### config.mk
export PLATFORM = sky130hd
export DESIGN_NAME = ball_engine
export DESIGN_NICKNAME = d
export VERILOG_FILES = /design/src/rtl/ball_engine.sv
export SDC_FILE = /design/constraint.sdc
export NUM_CORES = 1
export LEC_CHECK = 0
export ABC_AREA = 1
export CORE_ASPECT_RATIO = 0.9
export CORE_MARGIN = 10
export CORE_UTILIZATION = 52
export CTS_CLUSTER_DIAMETER = 60
export CTS_CLUSTER_SIZE = 24
export DETAILED_ROUTE_END_ITERATION = 8
export PLACE_DENSITY = 0.79
export SYNTH_ARGS = -nofsm -noshare
export SYNTH_HDL_FRONTEND = slang
export SYNTH_SLANG_ARGS = --single-unit
### constraint.sdc
create_clock -name clk -period 3.43 [get_ports clk]
set_clock_uncertainty 0.15 [all_clocks]
set_input_delay 1.029 -clock clk [delete_from_list [all_inputs] [get_ports clk]]
set_output_delay 1.029 -clock clk [all_outputs]
set_load 0.05 [all_outputs]
### src/rtl/ball_engine.sv
// Pong-style ball engine: serve countdown, ball motion with wall and paddle
// reflection, point scoring, and game-over/restart handling.
module ball_engine #(
  parameter int SCREEN_W    = 640,
  parameter int SCREEN_H    = 480,
  parameter int BALL_SIZE   = 8,
  parameter int PADDLE_W    = 10,
  parameter int PADDLE_H    = 100,
  parameter int P1_X        = 20,
  parameter int P2_X        = 610,
  parameter int SPEED_X     = 1,
  parameter int SPEED_Y     = 1,
  parameter int SERVE_TICKS = 60,
  parameter int WIN_SCORE   = 9,
  parameter int SCORE_W     = 4
) (
  input  logic               clk,
  input  logic               reset,
  input  logic               tick,
  input  logic               restart,
  input  logic [9:0]         p1_y,
  input  logic [9:0]         p2_y,
  output logic [9:0]         ball_x,
  output logic [9:0]         ball_y,
  output logic [SCORE_W-1:0] score_p1,
  output logic [SCORE_W-1:0] score_p2,
  output logic [1:0]         state,
  output logic               bounce,
  output logic               point_p1,
  output logic               point_p2,
  output logic               game_over
);

  localparam int CNT_W = (SERVE_TICKS < 2) ? 1 : $clog2(SERVE_TICKS + 1);

  localparam logic [9:0]        CX     = 10'((SCREEN_W - BALL_SIZE) / 2);
  localparam logic [9:0]        CY     = 10'((SCREEN_H - BALL_SIZE) / 2);
  localparam logic signed [11:0] X_MAX  = 12'(SCREEN_W - BALL_SIZE);
  localparam logic signed [11:0] Y_MAX  = 12'(SCREEN_H - BALL_SIZE);
  localparam logic signed [11:0] L_FACE = 12'(P1_X + PADDLE_W);
  localparam logic signed [11:0] R_FACE = 12'(P2_X - BALL_SIZE);
  localparam logic signed [11:0] B_SZ   = 12'(BALL_SIZE);
  localparam logic signed [11:0] P_H    = 12'(PADDLE_H);
  localparam logic signed [11:0] SPX    = 12'(SPEED_X);
  localparam logic signed [11:0] SPY    = 12'(SPEED_Y);
  localparam logic [SCORE_W-1:0] WIN    = SCORE_W'(WIN_SCORE);

  typedef enum logic [1:0] {
    S_SERVE = 2'd0,
    S_PLAY  = 2'd1,
    S_POINT = 2'd2,
    S_OVER  = 2'd3
  } st_t;

  st_t                st_q, st_d;
  logic [9:0]         bx_q, bx_d, by_q, by_d;
  logic               dx_q, dx_d, dy_q, dy_d;   // 1 = moving toward +x / +y
  logic [CNT_W-1:0]   cnt_q, cnt_d;
  logic [SCORE_W-1:0] s1_q, s1_d, s2_q, s2_d;
  logic               scorer_q, scorer_d;       // 1 = P1 won the pending point
  logic               go_q, go_d;
  logic               bounce_q, bounce_d, pp1_q, pp1_d, pp2_q, pp2_d;

  logic signed [11:0] cur_x, cur_y, nx, ny, p1t, p2t;
  logic               l_hit, r_hit, wall, hit;
  logic [SCORE_W-1:0] s1_inc, s2_inc;

  // Candidate ball position and paddle-face crossing detection for this tick.
  always_comb begin
    cur_x  = signed'({2'b00, bx_q});
    cur_y  = signed'({2'b00, by_q});
    p1t    = signed'({2'b00, p1_y});
    p2t    = signed'({2'b00, p2_y});
    nx     = dx_q ? cur_x + SPX : cur_x - SPX;
    ny     = dy_q ? cur_y + SPY : cur_y - SPY;
    l_hit  = !dx_q && (cur_x >= L_FACE) && (nx <= L_FACE) &&
             (cur_y + B_SZ > p1t) && (cur_y < p1t + P_H);
    r_hit  = dx_q && (cur_x <= R_FACE) && (nx >= R_FACE) &&
             (cur_y + B_SZ > p2t) && (cur_y < p2t + P_H);
    s1_inc = s1_q + SCORE_W'(1);
    s2_inc = s2_q + SCORE_W'(1);
  end

  // Next-state and next-output logic for the game FSM.
  always_comb begin
    st_d     = st_q;
    bx_d     = bx_q;
    by_d     = by_q;
    dx_d     = dx_q;
    dy_d     = dy_q;
    cnt_d    = cnt_q;
    s1_d     = s1_q;
    s2_d     = s2_q;
    scorer_d = scorer_q;
    go_d     = go_q;
    bounce_d = 1'b0;
    pp1_d    = 1'b0;
    pp2_d    = 1'b0;
    wall     = 1'b0;
    hit      = 1'b0;
    case (st_q)
      S_SERVE: begin
        if (tick) begin
          bx_d = CX;
          by_d = CY;
          if (cnt_q <= CNT_W'(1)) begin
            cnt_d = '0;
            st_d  = S_PLAY;
          end else begin
            cnt_d = cnt_q - CNT_W'(1);
          end
        end
      end
      S_PLAY: begin
        if (tick) begin
          if (ny < 12'sd0) begin
            by_d = '0;
            dy_d = 1'b1;
            wall = 1'b1;
          end else if (ny > Y_MAX) begin
            by_d = Y_MAX[9:0];
            dy_d = 1'b0;
            wall = 1'b1;
          end else begin
            by_d = ny[9:0];
          end
          // Paddle faces are checked before the screen edges so a ball
          // touching a paddle at the edge is returned, not scored.
          if (l_hit) begin
            bx_d = L_FACE[9:0];
            dx_d = 1'b1;
            hit  = 1'b1;
          end else if (r_hit) begin
            bx_d = R_FACE[9:0];
            dx_d = 1'b0;
            hit  = 1'b1;
          end else if (nx < 12'sd0) begin
            scorer_d = 1'b0;
            st_d     = S_POINT;
          end else if (nx > X_MAX) begin
            scorer_d = 1'b1;
            st_d     = S_POINT;
          end else begin
            bx_d = nx[9:0];
          end
          bounce_d = wall | hit;
        end
      end
      S_POINT: begin
        if (scorer_q) begin
          s1_d  = s1_inc;
          pp1_d = 1'b1;
        end else begin
          s2_d  = s2_inc;
          pp2_d = 1'b1;
        end
        if ((scorer_q ? s1_inc : s2_inc) == WIN) begin
          st_d = S_OVER;
          go_d = 1'b1;
        end else begin
          st_d  = S_SERVE;
          bx_d  = CX;
          by_d  = CY;
          cnt_d = CNT_W'(SERVE_TICKS);
          // Serve heads toward the player who just scored.
          dx_d  = !scorer_q;
        end
      end
      S_OVER: begin
        if (restart) begin
          s1_d  = '0;
          s2_d  = '0;
          bx_d  = CX;
          by_d  = CY;
          cnt_d = CNT_W'(SERVE_TICKS);
          go_d  = 1'b0;
          st_d  = S_SERVE;
        end
      end
      default: st_d = S_SERVE;
    endcase
  end

  // State and output registers with synchronous active-low reset.
  always_ff @(posedge clk) begin
    if (!reset) begin
      st_q     <= S_SERVE;
      bx_q     <= CX;
      by_q     <= CY;
      dx_q     <= 1'b1;
      dy_q     <= 1'b0;
      cnt_q    <= CNT_W'(SERVE_TICKS);
      s1_q     <= '0;
      s2_q     <= '0;
      scorer_q <= 1'b0;
      go_q     <= 1'b0;
      bounce_q <= 1'b0;
      pp1_q    <= 1'b0;
      pp2_q    <= 1'b0;
    end else begin
      st_q     <= st_d;
      bx_q     <= bx_d;
      by_q     <= by_d;
      dx_q     <= dx_d;
      dy_q     <= dy_d;
      cnt_q    <= cnt_d;
      s1_q     <= s1_d;
      s2_q     <= s2_d;
      scorer_q <= scorer_d;
      go_q     <= go_d;
      bounce_q <= bounce_d;
      pp1_q    <= pp1_d;
      pp2_q    <= pp2_d;
    end
  end

  assign state     = st_q;
  assign ball_x    = bx_q;
  assign ball_y    = by_q;
  assign score_p1  = s1_q;
  assign score_p2  = s2_q;
  assign bounce    = bounce_q;
  assign point_p1  = pp1_q;
  assign point_p2  = pp2_q;
  assign game_over = go_q;

endmodule
### After elaboration in Yosys (flattened, before gate mapping)

Index checks and enable logic that the tools add are counted.

* multiplexer cells: 61
* magnitude comparators: 13
* eq/ne operators: 18
* add/subtract/negate cells: 10
* reduce and logical (&&, ||, !) cells: 28
* bitwise gates (word level): 3

Operators with widths (count)
* two-way mux 10 bit: 14
* case mux 10 bit (4 select lines): 2
* < comparator 12 x 1 -> 1 bit (second input constant): 2
* two-way mux 12 bit: 2
* two-way mux 6 bit: 4
* adder 10 x 1 -> 11 bit (second input constant): 2
* adder 10 x 7 -> 11 bit (second input constant): 2
* < comparator 10 x 11 -> 1 bit: 2
* subtractor 10 x 1 -> 11 bit (second input constant): 2
* two-way mux 1 bit: 20
* != test 2 bit (second input constant): 10
* two-way mux 2 bit: 9
* case mux 6 bit (3 select lines): 1
* two-way mux 4 bit: 4
* case mux 4 bit (2 select lines): 2
* AND reduction 3 bit: 5
* >= comparator 12 x 11 -> 1 bit (second input constant): 1
* greater-than comparator 12 x 10 -> 1 bit (second input constant): 1
* greater-than comparator 12 x 11 -> 1 bit: 1
* greater-than comparator 12 x 11 -> 1 bit (second input constant): 1
* <= comparator 12 x 6 -> 1 bit (second input constant): 1
* AND reduction 4 bit: 3
* adder 10 x 4 -> 11 bit (second input constant): 1
* greater-than comparator 11 x 10 -> 1 bit: 1
* 23 further kinds: 40

* register bits after elaboration: 43
* bits of input ports: 24
* logic and storage cells: 146
* output and inout bits: 34

### Longest topological paths before layout

Gate-level depths: netlist of run 1.

* word-level depth: 11
* depth in mapped cells: 22

### Least setup slack after synthesis of run 1

No wires, ideal clock.

* kind: input to register
* from: input p1_y[2]
* to: register bx_q[9], in the netlist ball_x[9]
* required time: 3166 ps
* stages: 18
* arrival time: 3115 ps
* library setup time: 114 ps
* setup slack: 51 ps
* path through: ha_1 -> nand2_1 -> nand2_1 -> o21ai_0 -> xor2_1 -> ha_1 -> a21o_1 -> nand4_1 -> nand2_1 -> nor2_1 -> nand2_1 -> nor2_1 -> a21oi_4 -> nand3_4 -> nand2_4 -> buf_6 -> nor2_1 -> nor2_2

* word-level cells in the longest chain between the ends: 6
* elaborated cells between the ends (all ways): 11

RTL lines
* start: declaration: line 21 `input logic [9:0] p1_y,`
* adder 10 x 7 -> 11 bit / greater-than comparator 12 x 11 -> 1 bit (equally long branches): line 77 `(cur_y + B_SZ > p1t) && (cur_y < p1t + P_H);`
* < comparator 10 x 11 -> 1 bit / logical AND 1 bit (equally long branches): line 77, 76
* logical AND 1 bit *: line 77
* two-way mux 10 bit: line 129 `if (l_hit) begin`
* two-way mux 10 bit: line 115 `if (tick) begin`
* case mux 10 bit (4 select lines): line 101 `case (st_q)`
* end signal: assignment: line 188 `bx_q <= CX;`
* end signal: assignment: line 202 `bx_q <= bx_d;`
* end: declaration: line 56 `logic [9:0] bx_q, bx_d, by_q, by_d;`

Mark *: on every way between the ends. The rest lies on a longest branch, timed or not. The select of a mux whose other input is x is not followed.
A chain may end at the register's enable or synchronous reset.

### Worst setup path after layout of run 1

* from: input p1_y[5]
* to: register bx_q[0], in the netlist ball_x[0]

The elaborated chain is that of the path after synthesis.

==> results of run 1 <==
## power breakdown
| group | internal [mW] | switching, mW |
|---|---|---|
| logic | 0.360 | 0.642 |
| clock network | 0.158 | 0.179 |
| registers | 0.552 | 0.101 |
| total | 1.07 | 0.922 |
## critical path: stages
cell	delay [ps]
dlygate4sd2_1	260
inv_2	100
nand2_2	80
buf_4	140
xor2_1	140
ha_1	310
buf_4	110
nand4_1	90
nor2_1	140
nand2_1	70
nand2_2	90
nor2_4	50
a21oi_4	210
nand3_4	180
buf_4	190
a21oi_1	130
nor2_1	60
## logic make-up (layout without fill, tap and decap cells)
kind of cell	count (synthesis)	in the layout	share of synthesized area, %
buffers and inverters	117	206	10.8
DFF	43	43	19.0
xor gates and xnor gates	32	32	6.34
AOI/OAI and AO/OA	88	88	11.0
adders and majority gates	49	49	13.5
and+or+nand+nor	398	400	39.4
## final timing paths
check | start | end | slack [ps]
max | p1_y[5] | ball_x[0] | 90
min | scorer_q | scorer_q | 320
max reg2reg | ball_y[5] | ball_x[0] | 270
min reg2reg | scorer_q | scorer_q | 320
## area by class of cell
class,count,area (um2),share of cell area (%)
inverters,98,368,6.46
multi-input cells,569,3310,58.2
well taps,119,149,2.62
clock buffers,6,82.6,1.45
flip-flops and latches,43,861,15.1
repair buffers,101,917,16.1
clock inverters,1,5.00,0.0879
## flip-flops by register name (all words and copies together), names as in the netlist
name / count
ball_y: 10
cnt_q: 6
dy_q: 1
bounce: 1
point_p2: 1
ball_x: 10
state: 2
scorer_q: 1
point_p1: 1
dx_q: 1
game_over: 1
score_p1: 4
score_p2: 4
## Yosys cell counts, drive strengths merged, types with 4 or more instances
cell type  number  share of area (%)
nor2           82                7.5
o211ai          4               0.66
xnor2           5               0.96
nand2         188                 16
dfxtp          43                 19
inv            96                7.9
ha             49                 14
a21oi          34                4.0
nor3            9               0.99
buf            12                2.0
nand4          24                3.3
xor2           27                5.4
clkbuf          7               0.63
nand3          87                 10
o21ai          35                3.9
## per-stage QoR
step | worst slack [ps] | power (mW) | util, % | cell area, um2 | hold WS (ps)
floorplan | 51.4 | 1.34 | - | 4540 | 292
global placement | -550 | 1.56 | 63.4 | 5410 | 307
detailed placement | -698 | 1.60 | 63.4 | 5410 | 318
CTS | 4.07 | 1.96 | 65.4 | 5580 | 330
global route | -19.8 | 2.13 | 66.8 | 5690 | 384
finish | 89.3 | 1.99 | 66.8 | 5690 | 325
## what timing repair did
item	4_1_cts	5_1_grt
setup buffers	4	5
gates resized for setup	24	46
endpoints found under the setup margin	15	15
gates cloned	2	0
pin swaps	19	30
## metal layers
layer	routed length [um]	part of all wire [%]
met3	891	6.4
met1	6120	44
met5	0	0
met4	241	1.7
met2	6600	48
==> run_results.csv, run 1 <==
group,metric,value,unit
route,dr.pass1.iters,5,
sta,hold_viol_final,0,
route,routedWlPerCell,14.8,um
clock_tree,cts_buffers,5,
sta,fmax,0.299,GHz
clock_tree,h-tree-depth,2,
route,routed_via_density,5.43,
finish,final_common_cell,"nand2_1",
status,status,"finished, final reports clean",
critical_path,r2r_cells,15,
sta,period_needed,3340,ps
critical_path,critPathArrivalTime,3400,ps
global_routing,grt_start_max_net_pins,32,
flow_run,cap_viol_max_count,0,
critical_path,critPathLaunchType,"primary input",
synthesis,synthArstFlopShare,0,%
critical_path,end_kind,"register",
finish,fill_cells,738,
floorplan,dieArea,0.0129,mm2
place,io_buffers,57,
route,ant_nets,0,
sta,slew_viol_final,0,
global_routing,grt-busiest-layer,"met2",
finish,area_growth,25.4,%
synthesis,yosysSeqAreaShare,19.0,%
floorplan,die_w,119,um
critical_path,critPathMaxFanout,6,
worst_hold_path,min_path_type,"reg -> reg",
route,wl,13.8,mm
finish,nNetsFinal,891,
clock_tree,clk_path_buf_depth,2,
sta,tns,0,ps
critical_path,cp.required,3480,ps
global_routing,grt_usage,20.6,%
clock_tree,cts_tree,"built",
route,drt-initial-drc-count,464,
finish,final_cell_mix,"nand2_1 (168), inv_1 (89), nand3_1 (81), nor2_1 (72), ha_1 (47)",
floorplan,initial_core_util,53.2,%
floorplan,fp.dieH,109,um
synthesis,ys_warn_count,0,
sta,relSlewSlack,56.0,%
power_and_ir_drop,power_leakage,2.93,nW
synthesis,synth-edff-count,0,
clock_tree,cts_root_buf,"clkbuf_8",
power_and_ir_drop,p_per_area,350,mW/mm2
global_routing,antenna_found_initial,0,
synthesis,synth_ff_type,"dfxtp_1",
global_routing,grtUsageMet1,25.7,%
synthesis,avgSynthCellArea,6.25,um2
power_and_ir_drop,ir_drop,0.340,mV
finish,finalNonFillerCells,937,
sta,fin_crit_sh,97.4,%
floorplan,rows,32,
place,hpwl,10.2,mm
clock_tree,cts_sinks,43,
worst_hold_path,min_path_cells,2,
global_routing,met3_usage,3.00,%
clock_tree,holdBufCountCts,0,
clock_tree,clkLatencyLatePin,300,ps
synthesis,yosysUniqueCellTypes,40,
synthesis,ys_seq_elements,43,
synthesis,syn-num-nets,800,
floorplan,core_area,0.00853,mm2
route,vias,5092,
floorplan,io_pins,58,
synthesis,synthCells,727,
sta,tightest_slew,658,ps
clock_tree,clk_pin_slew,80,ps
synthesis,syn_area,0.00454,mm2
critical_path,path_class,"in -> reg",
sta,setup_violations,0,
global_routing,grt_pass1_vias,4901,
place,placed_cells,920,
place,place.gp.congestion,0.905,
finish,antenna_cells,0,
route,route.detailed.drc,0,
finish,drive_gt1_share,13.7,%
global_routing,grt-ovfl-total,0,
global_routing,grt_use_met2,36.1,%
global_routing,grt_pass1_wl,22.6,mm
Power figures use the tool's default switching activity.
==> run 2, diff against run 1 <==
--- a/config.mk
+++ b/config.mk
@@ -6,7 +6,6 @@
 export NUM_CORES = 1
 export LEC_CHECK = 0
 export ABC_AREA = 1
-export CORE_ASPECT_RATIO = 0.9
 export CORE_MARGIN = 10
 export CORE_UTILIZATION = 52
 export CTS_CLUSTER_DIAMETER = 60
==> run 2 against run 1 <==
Wire length decreased by 3.1%. Sequential share of layout area increased by 0.22 points. Clock power decreased by 6.8%. Global-route usage decreased by 0.52 points. Register-to-register slack about the same. Worst setup slack improved by 70 ps. Die area about the same. Sequential cell count unchanged. Count of clock-buffer cells in the layout unchanged.
==> run_results.csv, run 2 (synthesis results as in run 1) <==
group,metric,value,unit
power_and_ir_drop,ir_drop,0.269,mV
critical_path,critPathArrivalTime,3360,ps
finish,antenna_cells,0,
clock_tree,cts_tree,"built",
power_and_ir_drop,p_per_area,350,mW/mm2
route,drt-initial-drc-count,388,
critical_path,r2r_slack,280,ps
clock_tree,clkLatencyLatePin,290,ps
critical_path,critPathLaunchType,"primary input",
critical_path,cp.required,3520,ps
critical_path,critPathSlowestCell,"ha_1",
worst_hold_path,min_to,"score_p1[3]",
floorplan,core_area,0.00859,mm2
finish,fill_cells,764,
critical_path,critPathMaxFanout,3,
route,route.detailed.drc,0,
critical_path,end_kind,"register",
finish,finalNonFillerCells,921,
route,vias,5102,
critical_path,r2r_cells,18,
finish,final_common_cell,"nand2_1",
sta,setup_violations,0,
worst_hold_path,min_path_cells,2,
place,placedInstanceArea,0.00537,mm2
global_routing,grt_pass1_wl,22.5,mm
floorplan,rows,34,
clock_tree,h-tree-depth,2,
floorplan,dieArea,0.0129,mm2
flow_run,cap_viol_max_count,0,
floorplan,initial_core_util,52.8,%
clock_tree,cts_buffers,5,
critical_path,slowest_delay,270,ps
floorplan,fp.dieH,113,um
clock_tree,clk_path_buf_depth,2,
worst_hold_path,min_path_type,"reg -> reg",
floorplan,io_pins,58,
finish,multi_input_area,0.00332,mm2
route,routed_via_density,5.54,
power_and_ir_drop,power_leakage,2.89,nW
global_routing,grt_pass1_vias,4935,
finish,drive_gt1_share,13.8,%
route,dr.pass1.iters,5,
global_routing,grt_usage,20.1,%
global_routing,antenna_found_initial,0,
critical_path,cpMostUsedCell,"nand2_1",
place,io_buffers,57,
global_routing,grt-ovfl-total,0,
sta,fin_crit_sh,95.3,%
critical_path,r2r-end,"ball_x[2]",
route,wl,13.4,mm
finish,nNetsFinal,885,
route,routedWlPerCell,14.6,um
sta,hold_viol_final,0,
clock_tree,cts_sinks,43,
finish,final_area,0.00562,mm2
place,place.gp.congestion,0.921,
sta,fmax,0.306,GHz
place,hpwl,10.2,mm
sta,relSlewSlack,54.0,%
clock_tree,holdBufCountCts,0,
place,placed_cells,905,
clock_tree,cts_root_buf,"clkbuf_8",
sta,tightest_slew,688,ps
sta,tns,0,ps
critical_path,path_cells,"clkbuf_2 -> ha_2 -> nand2_2 -> nand2_4 -> o21ai_2 -> xor2_1 -> ha_1 -> a21o_1 -> nand4_1 -> nand2_1 -> nor2_1 -> nand2_1 -> nor2_4 -> nand2_1 -> buf_4 -> nand3_2 -> nand2_1 -> nand3_1 -> nand2_1 -> nor2_1",
sta,slew_viol_final,0,
clock_tree,clk_pin_slew,80,ps
sta,period_needed,3270,ps
floorplan,die_w,113,um
finish,regArea,862,um2
sta,rsz0062_at_grt,"no",
finish,area_growth,23.7,%
global_routing,grt_start_max_net_pins,32,
critical_path,path_class,"in -> reg",
worst_hold_path,min_from,"score_p1[3]",
route,ant_nets,0,
status,status,"finished, final reports clean",
critical_path,rr_startpoint,"ball_y[3]",
finish,final_cell_mix,"nand2_1 (167), inv_1 (89), nand3_1 (77), nor2_1 (70), ha_1 (47)",
## run 2: layout make-up
| type | count | share of cell area (%) |
|---|---|---|
| well taps | 108 | 2.41 |
| inverters | 98 | 6.55 |
| clock inverters | 2 | 0.223 |
| flip-flops and latches | 43 | 15.3 |
| clock buffers | 6 | 1.29 |
| multi-input cells | 570 | 59.2 |
| repair buffers | 94 | 15.0 |
## run 2: critical path, delay by kind of cell
| family | cells | cell delay (ps) |
|---|---|---|
| xor gates and xnor gates | 1 | 180 |
| adders and majority gates | 2 | 450 |
| and+or+nand+nor | 13 | 1140 |
| buffers and inverters | 2 | 280 |
| AOI/OAI and AO/OA | 2 | 300 |
## run 2: worst max-delay path by stage
stage             from        end  slack, ps  cells past startpoint
2_1_floorplan  p1_y[2]  ball_x[9]         50                     18
3_3_place_gp   p1_y[2]  ball_x[9]       -530                     19
3_5_place_dp   p1_y[2]  ball_x[9]       -670                     21
4_1_cts        p1_y[5]  ball_x[9]          4                     20
5_1_grt        p1_y[1]  ball_x[1]         30                     16
6_report       p1_y[3]  ball_x[1]        160                     20
## run 2: repair_timing
item                       4_1_cts  5_1_grt
buffers inserted                 3        3
pin swaps                       15       26
gates cloned                     3        0
gates resized for setup         17       47
setup endpoints to repair       15       15
## run 2: per-stage QoR
stage / util (%) / worst slack (ps) / hold WS, ps / power (mW)
3_5_place_dp: 62.4 / -668 / 329 / 1.60
3_3_place_gp: 62.4 / -527 / 327 / 1.56
5_1_grt: 65.4 / 30.6 / 377 / 2.11
6_report: 65.4 / 160 / 341 / 1.96
2_1_floorplan: - / 51.4 / 292 / 1.34
4_1_cts: 64.1 / 4.24 / 347 / 1.93
## run 2: routing by layer
layer  GRT usage [%]  vias up  share of wire, %
met5               0        -                 0
met4            5.84        0               1.8
met3            3.83       23               7.6
met2            34.3      209                47
met1            24.9     2312                44
li1                -     2558                 -
## run 2: power by group
part	leakage, nW	total, mW	switching [mW]	internal, mW
registers	0.350	0.655	0.103	0.552
clock network	0.0412	0.314	0.172	0.142
logic	2.50	0.995	0.642	0.353
==> run 3, diff against run 2 <==
--- a/config.mk
+++ b/config.mk
@@ -12,6 +12,7 @@
 export CTS_CLUSTER_SIZE = 24
 export DETAILED_ROUTE_END_ITERATION = 8
 export PLACE_DENSITY = 0.79
+export SLEW_MARGIN = 20
 export SYNTH_ARGS = -nofsm -noshare
 export SYNTH_HDL_FRONTEND = slang
 export SYNTH_SLANG_ARGS = --single-unit
==> results of run 3 <==
Same layout as run 2: the final DEF is identical, and so are final timing and power.
